==> src/rtl/dtree_seq_eval_if.sv <==
`default_nettype none
// ============================================================================
// Module   : dtree_seq_eval_if
// Purpose  : Feature-in / class-out handshakes and node-table config port
//            of the sequential decision-tree engine.
// Revision : 1.0 - initial release
// ============================================================================
interface dtree_seq_eval_if #(
    parameter int N_FEAT  = 16,
    parameter int FEAT_W  = 8,
    parameter int NODE_AW = 6,
    parameter int CLASS_W = 4
);
    localparam int c_fidx_w = $clog2(N_FEAT);
    localparam int c_node_w = 1 + c_fidx_w + FEAT_W + 2 * NODE_AW;

    logic                       in_valid;
    logic                       in_ready;
    logic [N_FEAT*FEAT_W-1:0]   in_feat;
    logic                       out_valid;
    logic                       out_ready;
    logic [CLASS_W-1:0]         out_class;
    logic                       out_err;
    logic [3:0]                 out_depth;
    logic                       cfg_we;
    logic [NODE_AW-1:0]         cfg_addr;
    logic [c_node_w-1:0]        cfg_data;
    logic                       cfg_busy;
    logic [15:0]                eval_count;

    modport master (
        output in_valid, in_feat, out_ready, cfg_we, cfg_addr, cfg_data,
        input  in_ready, out_valid, out_class, out_err, out_depth, cfg_busy, eval_count
    );

    modport slave (
        input  in_valid, in_feat, out_ready, cfg_we, cfg_addr, cfg_data,
        output in_ready, out_valid, out_class, out_err, out_depth, cfg_busy, eval_count
    );
endinterface
`default_nettype wire

==> src/rtl/dtree_seq_eval.sv <==
`default_nettype none
// ============================================================================
// Module   : dtree_seq_eval
// Purpose  : Sequential decision-tree classifier walking one node per clock
//            through a run-time loadable node table with a single comparator.
// Revision : 1.0 - initial release
// ============================================================================
module dtree_seq_eval #(
    parameter int                 N_FEAT    = 16,
    parameter int                 FEAT_W    = 8,
    parameter int                 NODE_AW   = 6,
    parameter int                 CLASS_W   = 4,
    parameter int                 MAX_DEPTH = 8,
    parameter logic [CLASS_W-1:0] ERR_CLASS = 4'hF
) (
    input wire              clk,
    input wire              rst,
    dtree_seq_eval_if.slave bus
);
    localparam int c_fidx_w   = $clog2(N_FEAT);
    localparam int c_node_w   = 1 + c_fidx_w + FEAT_W + 2 * NODE_AW;
    localparam int c_nodes    = 1 << NODE_AW;
    localparam int c_leaf_bit = c_node_w - 1;
    localparam int c_fidx_lsb = FEAT_W + 2 * NODE_AW;
    localparam int c_thr_lsb  = 2 * NODE_AW;

    localparam logic [1:0] c_s_idle = 2'd0;
    localparam logic [1:0] c_s_walk = 2'd1;
    localparam logic [1:0] c_s_done = 2'd2;

    logic [1:0]                 r_state;
    logic [1:0]                 w_state_nxt;

    logic [c_node_w-1:0]        r_table [c_nodes];
    logic [N_FEAT*FEAT_W-1:0]   r_feat;
    logic [NODE_AW-1:0]         r_ptr;
    logic [3:0]                 r_depth;

    logic                       r_out_valid;
    logic [CLASS_W-1:0]         r_out_class;
    logic                       r_out_err;
    logic [3:0]                 r_out_depth;
    logic [15:0]                r_eval_count;

    logic [c_node_w-1:0]        w_node;
    logic                       w_leaf;
    logic [c_fidx_w-1:0]        w_fidx;
    logic [FEAT_W-1:0]          w_thr;
    logic [NODE_AW-1:0]         w_left;
    logic [NODE_AW-1:0]         w_right;
    logic [CLASS_W-1:0]         w_class;
    logic [FEAT_W-1:0]          w_feat_arr [N_FEAT];
    logic [FEAT_W-1:0]          w_feat_sel;
    logic                       w_bad_fidx;
    logic                       w_depth_hit;
    logic                       w_abort;
    logic                       w_go_left;

    logic                       w_in_ready;
    logic                       w_cfg_busy;
    logic                       w_accept;
    logic                       w_cfg_wr;
    logic                       w_step;
    logic                       w_finish;
    logic                       w_release;

    // ---------------------------------------------------------------------
    // Node decode and the single shared comparator
    // ---------------------------------------------------------------------
    assign w_node  = r_table[r_ptr];
    assign w_leaf  = w_node[c_leaf_bit];
    assign w_fidx  = w_node[c_fidx_lsb +: c_fidx_w];
    assign w_thr   = w_node[c_thr_lsb +: FEAT_W];
    assign w_left  = w_node[NODE_AW +: NODE_AW];
    assign w_right = w_node[0 +: NODE_AW];
    assign w_class = w_node[0 +: CLASS_W];

    generate
        for (genvar gi = 0; gi < N_FEAT; gi++) begin : g_feat_unpack
            assign w_feat_arr[gi] = r_feat[gi*FEAT_W +: FEAT_W];
        end
    endgenerate

    // Index range guard only matters when N_FEAT is not a power of two.
    assign w_bad_fidx  = (32'(w_fidx) >= 32'(N_FEAT));
    assign w_feat_sel  = w_bad_fidx ? '0 : w_feat_arr[w_fidx];
    assign w_go_left   = (w_feat_sel <= w_thr);
    assign w_depth_hit = (r_depth == 4'(MAX_DEPTH));
    assign w_abort     = !w_leaf && (w_depth_hit || w_bad_fidx);

    // ---------------------------------------------------------------------
    // FSM: state register
    // ---------------------------------------------------------------------
    always_ff @(posedge clk) begin
        if (rst) begin
            r_state <= c_s_idle;
        end else begin
            r_state <= w_state_nxt;
        end
    end

    // ---------------------------------------------------------------------
    // FSM: next-state logic
    // ---------------------------------------------------------------------
    always_comb begin
        w_state_nxt = r_state;
        case (r_state)
            c_s_idle: begin
                if (bus.in_valid) begin
                    w_state_nxt = c_s_walk;
                end
            end
            c_s_walk: begin
                if (w_leaf || w_abort) begin
                    w_state_nxt = c_s_done;
                end
            end
            c_s_done: begin
                if (r_out_valid && bus.out_ready) begin
                    w_state_nxt = c_s_idle;
                end
            end
            default: w_state_nxt = c_s_idle;
        endcase
    end

    // ---------------------------------------------------------------------
    // FSM: output / strobe decode
    // ---------------------------------------------------------------------
    always_comb begin
        w_in_ready = (r_state == c_s_idle);
        w_cfg_busy = (r_state != c_s_idle);
        w_accept   = w_in_ready && bus.in_valid;
        w_cfg_wr   = w_in_ready && bus.cfg_we;
        w_step     = (r_state == c_s_walk) && !w_leaf && !w_abort;
        w_finish   = (r_state == c_s_walk) && (w_leaf || w_abort);
        w_release  = (r_state == c_s_done) && r_out_valid && bus.out_ready;
    end

    // ---------------------------------------------------------------------
    // Node table; a write in the accept cycle lands before the first walk step
    // ---------------------------------------------------------------------
    always_ff @(posedge clk) begin
        if (rst) begin
            for (int i = 0; i < c_nodes; i++) begin
                r_table[i] <= '0;
            end
        end else if (w_cfg_wr) begin
            r_table[bus.cfg_addr] <= bus.cfg_data;
        end
    end

    // ---------------------------------------------------------------------
    // Walk pointer, depth counter and feature capture
    // ---------------------------------------------------------------------
    always_ff @(posedge clk) begin
        if (rst) begin
            r_feat  <= '0;
            r_ptr   <= '0;
            r_depth <= '0;
        end else if (w_accept) begin
            r_feat  <= bus.in_feat;
            r_ptr   <= '0;
            r_depth <= '0;
        end else if (w_step) begin
            r_ptr   <= w_go_left ? w_left : w_right;
            r_depth <= r_depth + 4'd1;
        end
    end

    // ---------------------------------------------------------------------
    // Result registers; held stable through DONE until the downstream takes them
    // ---------------------------------------------------------------------
    always_ff @(posedge clk) begin
        if (rst) begin
            r_out_valid  <= 1'b0;
            r_out_class  <= '0;
            r_out_err    <= 1'b0;
            r_out_depth  <= '0;
            r_eval_count <= '0;
        end else if (w_finish) begin
            r_out_valid  <= 1'b1;
            r_out_class  <= w_abort ? ERR_CLASS : w_class;
            r_out_err    <= w_abort;
            r_out_depth  <= r_depth;
        end else if (w_release) begin
            r_out_valid  <= 1'b0;
            r_eval_count <= r_eval_count + 16'd1;
        end
    end

    assign bus.in_ready   = w_in_ready;
    assign bus.cfg_busy   = w_cfg_busy;
    assign bus.out_valid  = r_out_valid;
    assign bus.out_class  = r_out_class;
    assign bus.out_err    = r_out_err;
    assign bus.out_depth  = r_out_depth;
    assign bus.eval_count = r_eval_count;

endmodule
`default_nettype wire

==> src/flat_wrapper.sv <==
// flat-port wrapper written by rule: the top's interface ports become plain ports
module dtree_seq_eval_flat 
#(
    parameter int                 N_FEAT    = 16,
    parameter int                 FEAT_W    = 8,
    parameter int                 NODE_AW   = 6,
    parameter int                 CLASS_W   = 4,
    parameter int                 MAX_DEPTH = 8,
    parameter logic [CLASS_W-1:0] ERR_CLASS = 4'hF
)
  (clk, rst, bus_in_valid, bus_in_feat, bus_out_ready, bus_cfg_we, bus_cfg_addr, bus_cfg_data, bus_in_ready, bus_out_valid, bus_out_class, bus_out_err, bus_out_depth, bus_cfg_busy, bus_eval_count);
  dtree_seq_eval_if #(.N_FEAT(N_FEAT), .FEAT_W(FEAT_W), .NODE_AW(NODE_AW), .CLASS_W(CLASS_W)) bus_i ();
  input wire clk;
  input wire rst;
  input wire logic [$bits(bus_i.in_valid)-1:0] bus_in_valid;
  input wire logic [$bits(bus_i.in_feat)-1:0] bus_in_feat;
  input wire logic [$bits(bus_i.out_ready)-1:0] bus_out_ready;
  input wire logic [$bits(bus_i.cfg_we)-1:0] bus_cfg_we;
  input wire logic [$bits(bus_i.cfg_addr)-1:0] bus_cfg_addr;
  input wire logic [$bits(bus_i.cfg_data)-1:0] bus_cfg_data;
  output wire logic [$bits(bus_i.in_ready)-1:0] bus_in_ready;
  output wire logic [$bits(bus_i.out_valid)-1:0] bus_out_valid;
  output wire logic [$bits(bus_i.out_class)-1:0] bus_out_class;
  output wire logic [$bits(bus_i.out_err)-1:0] bus_out_err;
  output wire logic [$bits(bus_i.out_depth)-1:0] bus_out_depth;
  output wire logic [$bits(bus_i.cfg_busy)-1:0] bus_cfg_busy;
  output wire logic [$bits(bus_i.eval_count)-1:0] bus_eval_count;
  assign bus_i.in_valid = bus_in_valid;
  assign bus_i.in_feat = bus_in_feat;
  assign bus_i.out_ready = bus_out_ready;
  assign bus_i.cfg_we = bus_cfg_we;
  assign bus_i.cfg_addr = bus_cfg_addr;
  assign bus_i.cfg_data = bus_cfg_data;
  assign bus_in_ready = bus_i.in_ready;
  assign bus_out_valid = bus_i.out_valid;
  assign bus_out_class = bus_i.out_class;
  assign bus_out_err = bus_i.out_err;
  assign bus_out_depth = bus_i.out_depth;
  assign bus_cfg_busy = bus_i.cfg_busy;
  assign bus_eval_count = bus_i.eval_count;
  dtree_seq_eval #(.N_FEAT(N_FEAT), .FEAT_W(FEAT_W), .NODE_AW(NODE_AW), .CLASS_W(CLASS_W), .MAX_DEPTH(MAX_DEPTH), .ERR_CLASS(ERR_CLASS)) u_core (.clk(clk), .rst(rst), .bus(bus_i));
endmodule
==> config.mk <==
export PLATFORM = sky130hd
export DESIGN_NAME = dtree_seq_eval_flat
export DESIGN_NICKNAME = d
export VERILOG_FILES = /design/src/rtl/dtree_seq_eval_if.sv /design/src/rtl/dtree_seq_eval.sv /design/src/flat_wrapper.sv
export SDC_FILE = /design/constraint.sdc
export NUM_CORES = 2
export LEC_CHECK = 0
export BUFFER_PORTS_ARGS = -buffer_cell sky130_fd_sc_hd__buf_2
export CELL_PAD_IN_SITES_DETAIL_PLACEMENT = 0
export CELL_PAD_IN_SITES_GLOBAL_PLACEMENT = 2
export CORE_MARGIN = 2
export CORE_UTILIZATION = 52
export CTS_BUF_LIST = sky130_fd_sc_hd__clkbuf_2
export DETAILED_ROUTE_END_ITERATION = 7
export PLACE_DENSITY = 0.95
export SLEW_MARGIN = 20
export SYNTH_ARGS = -nofsm -noshare
export SYNTH_HDL_FRONTEND = slang
export SYNTH_SLANG_ARGS = --single-unit
==> constraint.sdc <==
create_clock -name clk -period 13.1 [get_ports clk]
set_input_delay 1.31 -clock clk [delete_from_list [all_inputs] [get_ports clk]]
set_output_delay 1.31 -clock clk [all_outputs]
set_load 0.01 [all_outputs]
==> summary.txt <==
Status
  • Status: finished, final reports clean

Timing
  • Final hold violation count: 0
  • Post-route setup TNS: 0 ps
  • Fin. max-slew vios: 0
  • Min Tclk post-route: 7730 ps
  • RSZ-0062 raised after global routing: no
  • Worst-margin pin slew: 1230 ps
  • Clock skew after layout: approximately 210 ps
  • Crit share post-route: between 50 and 60%
  • Worst rel slew slack: 18.0%
  • Endpoints failing setup: 0
  • Setup ws final: 5370 ps
  • Max Fclk: between 100 and 150 MHz

Clock tree
  • Post-CTS setup buffers: 0
  • H-tree depth: 5
  • PostCTS Resize Cnt: 0
  • Worst-Skew Late Latency: 1900 ps
  • TritonCTS Buffers: 452
  • Sink Count: 1772
  • Root Buffer Master: clkbuf_2
  • # hold bufs at CTS: roughly 200
  • Worst-path clk slew: around 110 ps
  • CTS tree: done
  • Maximum root-to-sink buffer count: 4

Floorplanning
  • Starting Density: between 50% and 60%
  • Placement Rows: 143
  • I/O Pins: roughly 190
  • Die height: approximately 400 um
  • Die width: 396 um
  • Total core area: about 0.15 mm2
  • Die area: ~0.16 mm2

Routing
  • Post-route DRC: 0
  • DRT antenna net count: 0
  • WL final: roughly 230 mm
  • Metal3 WL: 24.4 mm
  • Avg Vias per Cell: 5.95
  • Met1 wire length: approximately 86 mm
  • Wire per inst: 28.3 um
  • DR top layer: met5
  • Met2 Wirelength: 108 mm
  • Iteration-0 DRC count of the detailed router: 5386
  • Vias: 48000
  • DRT Pass-1 Iters: 6

Setup path
  • Crit path top cell by count: buf_4
  • Slowest cell on the critical path: buf_4
  • Slowest stage delay, CP: 800 ps
  • WS Path Type: flip-flop to flip-flop
  • Worst EP required: 14700 ps
  • Crit end category: flip-flop
  • Worst Setup Start Kind: flip-flop
  • Max FO, Critical Path: 42
  • WP data arrival: a little over 9000 ps
  • Critical path, cell by cell: buf_4 -> buf_4 -> mux2_2 -> nand2_1 -> o21ai_0 -> a221oi_4 -> buf_4 -> buf_4 -> mux2i_1 -> o22ai_1 -> or4_1 -> ha_1 -> o21a_1 -> o21a_1 -> o21a_1 -> o21bai_1 -> a22o_1 -> mux2i_1 -> o21ai_0

Global route
  • Remaining Overflow, GRT: 0
  • Largest net degree at the start of global routing: 111
  • First-pass GRT wire length: 329 mm
  • Via count of the first global-routing pass: 48300
  • Antenna violations before repair: 22
  • All-Layer GR Usage: 29.2%

Power and ir drop
  • Pwr Density: 127 mW/mm2
  • LEAKAGE: ~33 nW
  • VDD IR max: about 0.066 mV

Placed design
  • # port buffers: 191
  • HPWL after DPL: 129 mm
  • GPL Wtd Cong: 0.891
  • Dpl ws: between 5000 and 6000 ps

Logic synthesis
  • Synthesis Warnings: 0
  • Top_reg_cell synth: edfxtp_1
  • Synth Instances: 5265
  • Register area share after synthesis: between 60 and 70%
  • Mean Syn Cell Area: 15.2 um2
  • Asr flop ratio synth: 0%
  • Synthesized area: 0.0799 mm2
  • Synth cell types: between 50 and 60
  • Syn_nets: roughly 5400
  • Seq cells post-synth: around 1800
  • Post-synth EDFFs: 1600

Final layout
  • Area growth from synthesis to layout: 10.3%
  • Storage element area: 0.0515 mm2
  • Share of cells above drive strength 1: ~26%
  • Nets: 5898
  • Multi-input logic area: between 0.02 and 0.03 mm2
  • Fillcell total: 11800

Run
  • Max-cap check violation count: 0

Worst hold path
  • Hold Crit Class: input port to flip-flop
## per-stage QoR
| step | cell area [um2] | power (mW) | util [%] | hold slack, ps | std cells |
|---|---|---|---|---|---|
| after floorplan | 79900 | 7.15 | - | 424 | 5265 |
| after global placement | 82200 | 7.56 | 54.0 | 426 | 7100 |
| after detailed placement | 82200 | 7.58 | 54.0 | 441 | 7100 |
| after CTS | 88100 | 11.2 | 57.8 | 17.6 | 8060 |
| after global routing | 88100 | 11.6 | 57.9 | 31.2 | 8062 |
| final | 88100 | 11.2 | 57.9 | 128 | 8068 |
## final cells by class
type	instances	share of cell area, %
diodes	8	0.0227
clock inverters	108	0.642
well taps	2030	2.88
inverters	13	0.0554
clock buffers	653	3.71
flip-flops and latches	1772	58.5
repair buffers	500	4.38
multi-input cells	2984	29.9
## flip-flops by register name (all words and copies together), names as in the netlist, named ones only
name and count:
u_core.r_ptr 6, u_core.r_feat 128, u_core.r_depth 4, u_core.bus.eval_count 16, u_core.bus.out_valid 1, u_core.bus.out_class 4, u_core.bus.out_err 1, u_core.bus.out_depth 4
u_core.r_table 1600, u_core.r_state 2
## layout by cell type, fill, tap and decap left out, types with 5 or more instances in the layout
| cell | n |
|---|---|
| a21oi_1 | 141 |
| a22oi_1 | 17 |
| and2_1 | 1601 |
| buf_12 | 5 |
| buf_2 | 185 |
| buf_4 | 110 |
| bufinv_16 | 5 |
| clkbuf_2 | 653 |
| clkinv_1 | 78 |
| clkinv_2 | 16 |
| dfxtp_1 | 166 |
| diode_2 | 8 |
| dlygate4sd3_1 | 199 |
| edfxtp_1 | 1600 |
| ha_1 | 11 |
| inv_1 | 13 |
| inv_2 | 7 |
| mux2i_1 | 89 |
| mux4_1 | 14 |
| mux4_2 | 490 |
| nand2_1 | 289 |
| nand3_1 | 11 |
| nand3b_1 | 7 |
| nand4_1 | 8 |
| nor2_1 | 111 |
| nor3_1 | 6 |
| o21ai_0 | 9 |
| o22ai_1 | 34 |
| or2_2 | 64 |
| or4_1 | 9 |
| xor2_1 | 12 |
## kinds of logic (layout without fill, tap and decap cells)
group | after synthesis | in the layout | synth area share (%)
buf+inv | 509 | 1274 | 2.64
fa+ha+maj | 11 | 11 | 0.172
mux | 597 | 597 | 15.4
other cells | 0 | 8 | 0
compound gates | 221 | 221 | 1.56
flops | 1772 | 1772 | 64.5
simple gates | 2140 | 2140 | 15.6
xor+xnor | 15 | 15 | 0.164
## cell usage after synthesis (12+ instances only)
cell	instances	area [um2]
and2_1	1602	10000
inv_1	13	48.8
mux2i_1	89	891
or2_2	64	400
nand2_1	290	1090
mux4_2	490	11000
buf_4	22	165
clkbuf_1	381	1430
buf_2	38	190
buf_1	47	176
edfxtp_1	1600	48000
a22oi_1	17	128
mux4_1	14	368
a21oi_1	141	706
xor2_1	12	105
nor2_1	111	417
dfxtp_1	172	3440
o22ai_1	34	213
## path summary, 6_finish.rpt
kind | slack, ps | cells after the start | from | endpoint
setup / recovery | 5370 | 19 | flip-flop | u_core.r_ptr[5]
hold / removal | 130 | 2 | bus_cfg_data[22] | u_core.r_table[13][22]
setup reg to reg | 5370 | 19 | flip-flop | u_core.r_ptr[5]
hold reg to reg | 360 | 2 | u_core.r_ptr[5] | flip-flop
## routing by layer
metal	track usage, %	up-vias
met5	0.0924	-
met4	12.2	18
met3	7.40	477
met2	46.2	2847
met1	38.6	24300
li1	-	20300
## power breakdown
| part | switching [mW] | leakage (nW) | total (mW) | internal (mW) |
|---|---|---|---|---|
| Sequential | 0.0932 | 17.9 | 6.44 | 6.35 |
| Combinational | 0.667 | 11.7 | 1.07 | 0.401 |
| Clock | 2.24 | 3.00 | 3.66 | 1.42 |
| Total | 3.00 | 32.6 | 11.2 | 8.17 |
## worst max-delay path, delay by kind of cell, from the launching register on
kind                     cells  cell delay (ps)
AO/OA/AOI/OAI                9             2030
adder cells (fa/ha/maj)      1              330
buffers and inverters        4             2650
flip-flops                   1              690
multiplexers                 3             1000
AND/OR/NAND/NOR              2              640
Note: power is estimated with default switching activity, not from simulation.
